<file path="src/rtl/led_pattern_sequencer.sv">
// LED pattern sequencer: advances a LED_WIDTH-bit display pattern once per level
// change of the synchronized divider tick, in one of four selectable patterns.
module led_pattern_sequencer #(
    parameter int LED_WIDTH   = 8,
    parameter int SYNC_STAGES = 2
) (
    input  logic                 iClk,
    input  logic                 iRst_n,
    input  logic                 iTick,
    input  logic [1:0]           iMode,
    input  logic                 iPause,
    input  logic                 iClear,
    output logic [LED_WIDTH-1:0] oLed,
    output logic                 oStep,
    output logic [2:0]           oState
);

    typedef enum logic [2:0] {
        S_BIN   = 3'd0,
        S_ROT   = 3'd1,
        S_BNC_L = 3'd2,
        S_BNC_R = 3'd3,
        S_FILL  = 3'd4,
        S_DRAIN = 3'd5
    } state_t;

    localparam logic [1:0] MODE_BIN  = 2'b00;
    localparam logic [1:0] MODE_ROT  = 2'b01;
    localparam logic [1:0] MODE_BNC  = 2'b10;
    localparam logic [1:0] MODE_FILL = 2'b11;

    localparam logic [LED_WIDTH-1:0] LED_ZERO = '0;
    localparam logic [LED_WIDTH-1:0] LED_ONE  = LED_WIDTH'(1);
    localparam logic [LED_WIDTH-1:0] LED_ONES = '1;

    logic [SYNC_STAGES-1:0] sync_q;
    logic                   dly_q;
    logic                   step;

    state_t                 state_q;
    logic [LED_WIDTH-1:0]   led_q;
    logic                   step_q;
    logic [1:0]             mode_q;

    state_t                 seed_state_d;
    logic [LED_WIDTH-1:0]   seed_led_d;
    state_t                 adv_state_d;
    logic [LED_WIDTH-1:0]   adv_led_d;

    logic [LED_WIDTH-1:0]   led_shl;
    logic [LED_WIDTH-1:0]   led_shr;
    logic [LED_WIDTH-1:0]   led_rol;
    logic [LED_WIDTH-1:0]   led_fill;

    // Tick synchronizer plus one delay flop; any level change becomes a 1-cycle step.
    always_ff @(posedge iClk or negedge iRst_n) begin
        if (!iRst_n) begin
            sync_q <= '0;
            dly_q  <= 1'b0;
        end else begin
            sync_q <= {sync_q[SYNC_STAGES-2:0], iTick};
            dly_q  <= sync_q[SYNC_STAGES-1];
        end
    end

    assign step = sync_q[SYNC_STAGES-1] ^ dly_q;

    always_comb begin
        seed_led_d   = LED_ZERO;
        seed_state_d = S_BIN;
        case (iMode)
            MODE_ROT: begin
                seed_led_d   = LED_ONE;
                seed_state_d = S_ROT;
            end
            MODE_BNC: begin
                seed_led_d   = LED_ONE;
                seed_state_d = S_BNC_L;
            end
            MODE_FILL: begin
                seed_led_d   = LED_ZERO;
                seed_state_d = S_FILL;
            end
            default: begin
                seed_led_d   = LED_ZERO;
                seed_state_d = S_BIN;
            end
        endcase
    end

    assign led_shl  = {led_q[LED_WIDTH-2:0], 1'b0};
    assign led_shr  = {1'b0, led_q[LED_WIDTH-1:1]};
    assign led_rol  = {led_q[LED_WIDTH-2:0], led_q[LED_WIDTH-1]};
    assign led_fill = {led_q[LED_WIDTH-2:0], 1'b1};

    // An empty bus in ROT/BOUNCE would never light again, so it reloads the seed.
    always_comb begin
        adv_led_d   = led_q;
        adv_state_d = state_q;
        case (state_q)
            S_BIN: begin
                adv_led_d = led_q + LED_ONE;
            end
            S_ROT: begin
                adv_led_d = (led_q == LED_ZERO) ? LED_ONE : led_rol;
            end
            S_BNC_L: begin
                if (led_q == LED_ZERO) begin
                    adv_led_d   = LED_ONE;
                    adv_state_d = S_BNC_L;
                end else begin
                    adv_led_d = led_shl;
                    if (led_shl[LED_WIDTH-1]) begin
                        adv_state_d = S_BNC_R;
                    end
                end
            end
            S_BNC_R: begin
                if (led_q == LED_ZERO) begin
                    adv_led_d   = LED_ONE;
                    adv_state_d = S_BNC_L;
                end else begin
                    adv_led_d = led_shr;
                    if (led_shr[0]) begin
                        adv_state_d = S_BNC_L;
                    end
                end
            end
            S_FILL: begin
                adv_led_d = led_fill;
                if (led_fill == LED_ONES) begin
                    adv_state_d = S_DRAIN;
                end
            end
            S_DRAIN: begin
                adv_led_d = led_shl;
                if (led_shl == LED_ZERO) begin
                    adv_state_d = S_FILL;
                end
            end
            default: begin
                adv_led_d   = LED_ZERO;
                adv_state_d = S_BIN;
            end
        endcase
    end

    // Clear and mode change both reload the seed and swallow a coincident step.
    always_ff @(posedge iClk or negedge iRst_n) begin
        if (!iRst_n) begin
            state_q <= S_BIN;
            led_q   <= LED_ZERO;
            step_q  <= 1'b0;
            mode_q  <= MODE_BIN;
        end else begin
            step_q <= 1'b0;
            if (iClear || (iMode != mode_q)) begin
                led_q   <= seed_led_d;
                state_q <= seed_state_d;
                mode_q  <= iMode;
            end else if (!iPause && step) begin
                led_q   <= adv_led_d;
                state_q <= adv_state_d;
                step_q  <= 1'b1;
            end
        end
    end

    assign oLed   = led_q;
    assign oStep  = step_q;
    assign oState = state_q;

endmodule
</file>
<file path="config.mk">
export PLATFORM = sky130hd
export DESIGN_NAME = led_pattern_sequencer
export DESIGN_NICKNAME = d
export VERILOG_FILES = /design/src/rtl/led_pattern_sequencer.sv
export SDC_FILE = /design/constraint.sdc
export NUM_CORES = 1
export LEC_CHECK = 0
export CORE_UTILIZATION = 40
export DETAILED_ROUTE_END_ITERATION = 10
export HOLD_SLACK_MARGIN = 0.12
export PLACE_DENSITY_LB_ADDON = 0.15
export SYNTH_ARGS = -nofsm -noshare
export SYNTH_HDL_FRONTEND = slang
export SYNTH_SLANG_ARGS = --single-unit
</file>
<file path="constraint.sdc">
create_clock -name iClk -period 2.9 [get_ports iClk]
set_input_delay 0.29 -clock iClk [delete_from_list [all_inputs] [get_ports iClk]]
set_output_delay 0.29 -clock iClk [all_outputs]
set_load 0.05 [all_outputs]
</file>
==> metrics.yaml <==
r2r_start: "oLed[0]"
cp-end-kind: "output port"
antennaDiodeCount: 0
startpoint: "oState[1]"
total_power_mw: 0.550
maxSlewHeadroom: 0.476
ff2ff_setup_slack_ns: 1.02
die_w_um: 58.7
antenna_found_initial: 0
dieArea_um2: 3440
slowest_delay_ns: 0.92
min_period_ns: 2.26
synthAdderAreaFrac: 0.0487
routed_wl_mm: 2.98
worstPathRequired_ns: 2.61
drc: 0
r2r_end: "oState[0]"
synth-compound-area-share: 0.213
wl_per_cell_um: 15.2
root_buffer: "clkbuf_4"
viasPerCell: 5.63
avgSynthCellArea_um2: 8.98
muxShareOfSynthArea: 0.0575
cts-resized-gates: 0
hp-class: "reg -> reg"
grt_pass1_vias: 1055
place_hpwl_mm: 2.08
synth_area_leader_cell: "dfrtp_1"
synth_area_leaders: "dfrtp_1 33%, ha_1 4.9%, a21oi_1 3.5%"
maxCapViolations: 0
synth_seq_area_share: 0.331
fin_skew_ns: 0.00595
syn_inst: 143
rows: 20
grt_first_pass_wirelength_mm: 5.10
fillers: 311
synth_xor_area_frac: 0.0273
ctsHoldBuffers: 0
grt_max_degree: 24
clk_latency_ns: 0.30
rsz0062_at_grt: "no"
setup_viol_count_final: 0
cts_tree: "done"
synth_fp_nets: 155
rr_worst_depth: 5
fin_cells: 196
synth_edf_count: 0
ant_nets: 0
track_usage: 0.195
synth_warnings: 0
setup-tns-final_ns: 0
placed_cells: 192
cp_top_family: "buffers and inverters"
hold_viol: 0
core_um2: 3050
cp.depth: 1
critPathLaunchType: "flop"
cts_sinks: 17
fmax_mhz: 443
cp_slowest_cell: "clkdlybuf4s50_1"
final_layout_size_suffix_gt1_frac: 0.0921
cts_max_level: 1
yosysTopAreaCellShare: 0.331
grt-ovfl-total: 0
critPathKind: "reg -> out"
grt_util_met1: 0.289
synth_top_family_by_area: "simple AND/OR/NAND/NOR gates"
period_share: 0.778
fp.dieH_um: 58.7
cts_max_path_buffers: 2
numPortBuffers: 18
p_per_area_nw_per_um2: 370
critical_path_arrival_ns: 1.97
area_delta_synth_final_pct: 15.6
num_io_pins: 19
cts_setup_buffers: 0
async_flop_share: 1.00
globalplace.congestion: 0.800
numCtsBuffers: 3
tightest_slew_ns: 0.784
vias: 1104
nets: 165
slew_violations: 0
path_cells: "clkdlybuf4s50_1"
synth_area_um2: 1280
top_usage_layer: "met2"
synth-main-ff-cell: "dfrtp_1"
ys_types: 48
irDropWorstVdd_mv: 0.293
drt_iter0_markers: 32
use_met2: 0.289
synth_seq_cells: 17
worst-path-max-fanout: 23
start_util: 0.420
firstDrtPassIters: 4
clk_pin_slew_worst_paths_ns: 0.10
hold_depth: 0
leakage_nw: 0.539
synthSimpleGateAreaFrac: 0.245
crit_buf_inv: 1
status: "finished, final reports clean"
critical_path.endpoint: "oState[1]"
met3_usage: 0.0484
## state kept, by name (all words and copies together) (netlist names)
signal and count:
sync_q 2, dly_q 1, oLed 8, oState 3, oStep 1, mode_q 2
## layout make-up
class                      count  area [um^2]  area share
tap                           44         55.1      0.0371
timing repair buffer          20          195       0.132
clock inverter                 1         7.51     0.00506
inverter                       5         18.8      0.0126
multi-input combinational    106          759       0.512
clock buffer                   3         22.5      0.0152
sequential                    17          425       0.287
## worst min-delay path by stage
| stage | start | endpoint | slack, ns |
|---|---|---|---|
| after CTS | sync_q[0] | sync_q[1] | 0.37 |
| after global routing | sync_q[0] | sync_q[1] | 0.38 |
| final | sync_q[0] | sync_q[1] | 0.37 |
| after global placement | sync_q[0] | sync_q[1] | 0.34 |
| after detailed placement | sync_q[0] | sync_q[1] | 0.34 |
| after floorplan | iRst_n | dly_q | -0.006 |
## cell families (layout without fill, tap and decap cells)
| kind of cell | count (synthesis) | count (layout) |
|---|---|---|
| mux | 7 | 7 |
| buf+inv | 20 | 29 |
| simple gates | 50 | 50 |
| compound gates | 40 | 40 |
| xor+xnor | 4 | 4 |
| fa+ha+maj | 5 | 5 |
| flops | 17 | 17 |
## power by group
part,internal (mW),leakage (nW),switching [mW]
Sequential,0.246,0.221,0.0216
Clock,0.0525,0.0139,0.0831
Combinational,0.0624,0.304,0.0840
Total,0.361,0.539,0.189
## Yosys cell counts, drive strengths merged (2+ instances only)
cell type / count
o21ai: 5
or4: 2
and2: 2
or3: 2
nand2b: 3
a31oi: 3
nand2: 8
mux2i: 4
nor2: 4
xor2: 2
clkbuf: 5
xnor2: 2
o211ai: 5
nand3: 8
a2bb2oi: 2
buf: 10
nor4: 3
or3b: 3
nor2b: 2
ha: 5
nand4b: 2
a21oi: 9
o22ai: 2
dfrtp: 17
mux2: 3
a21boi: 3
o2bb2ai: 2
inv: 5
nor3: 5
## placed cells by master (no fill, tap or decap), types with 5 or more instances in the layout
master,instances
a21oi_1,9
inv_1,5
ha_1,5
clkdlybuf4s50_1,18
o21ai_0,5
o211ai_1,5
nand3_1,8
nand2_1,8
dfrtp_1,17
## metal layers
metal  part of all wire  wire [um]
met4             0.0034         10
met3              0.028         84
met5                  0          0
met1               0.52       1540
met2               0.45       1340
## metrics by stage
step	utilization	cell area [um^2]	hold slack (ns)	setup slack [ns]
finish	0.486	1480	0.367	0.643
CTS	0.486	1480	0.372	0.617
global placement	0.476	1450	0.341	0.873
detailed placement	0.476	1450	0.336	0.861
global route	0.486	1480	0.384	0.532
floorplan	-	1280	-0.00559	0.945
(Power assumes the default switching activity.)
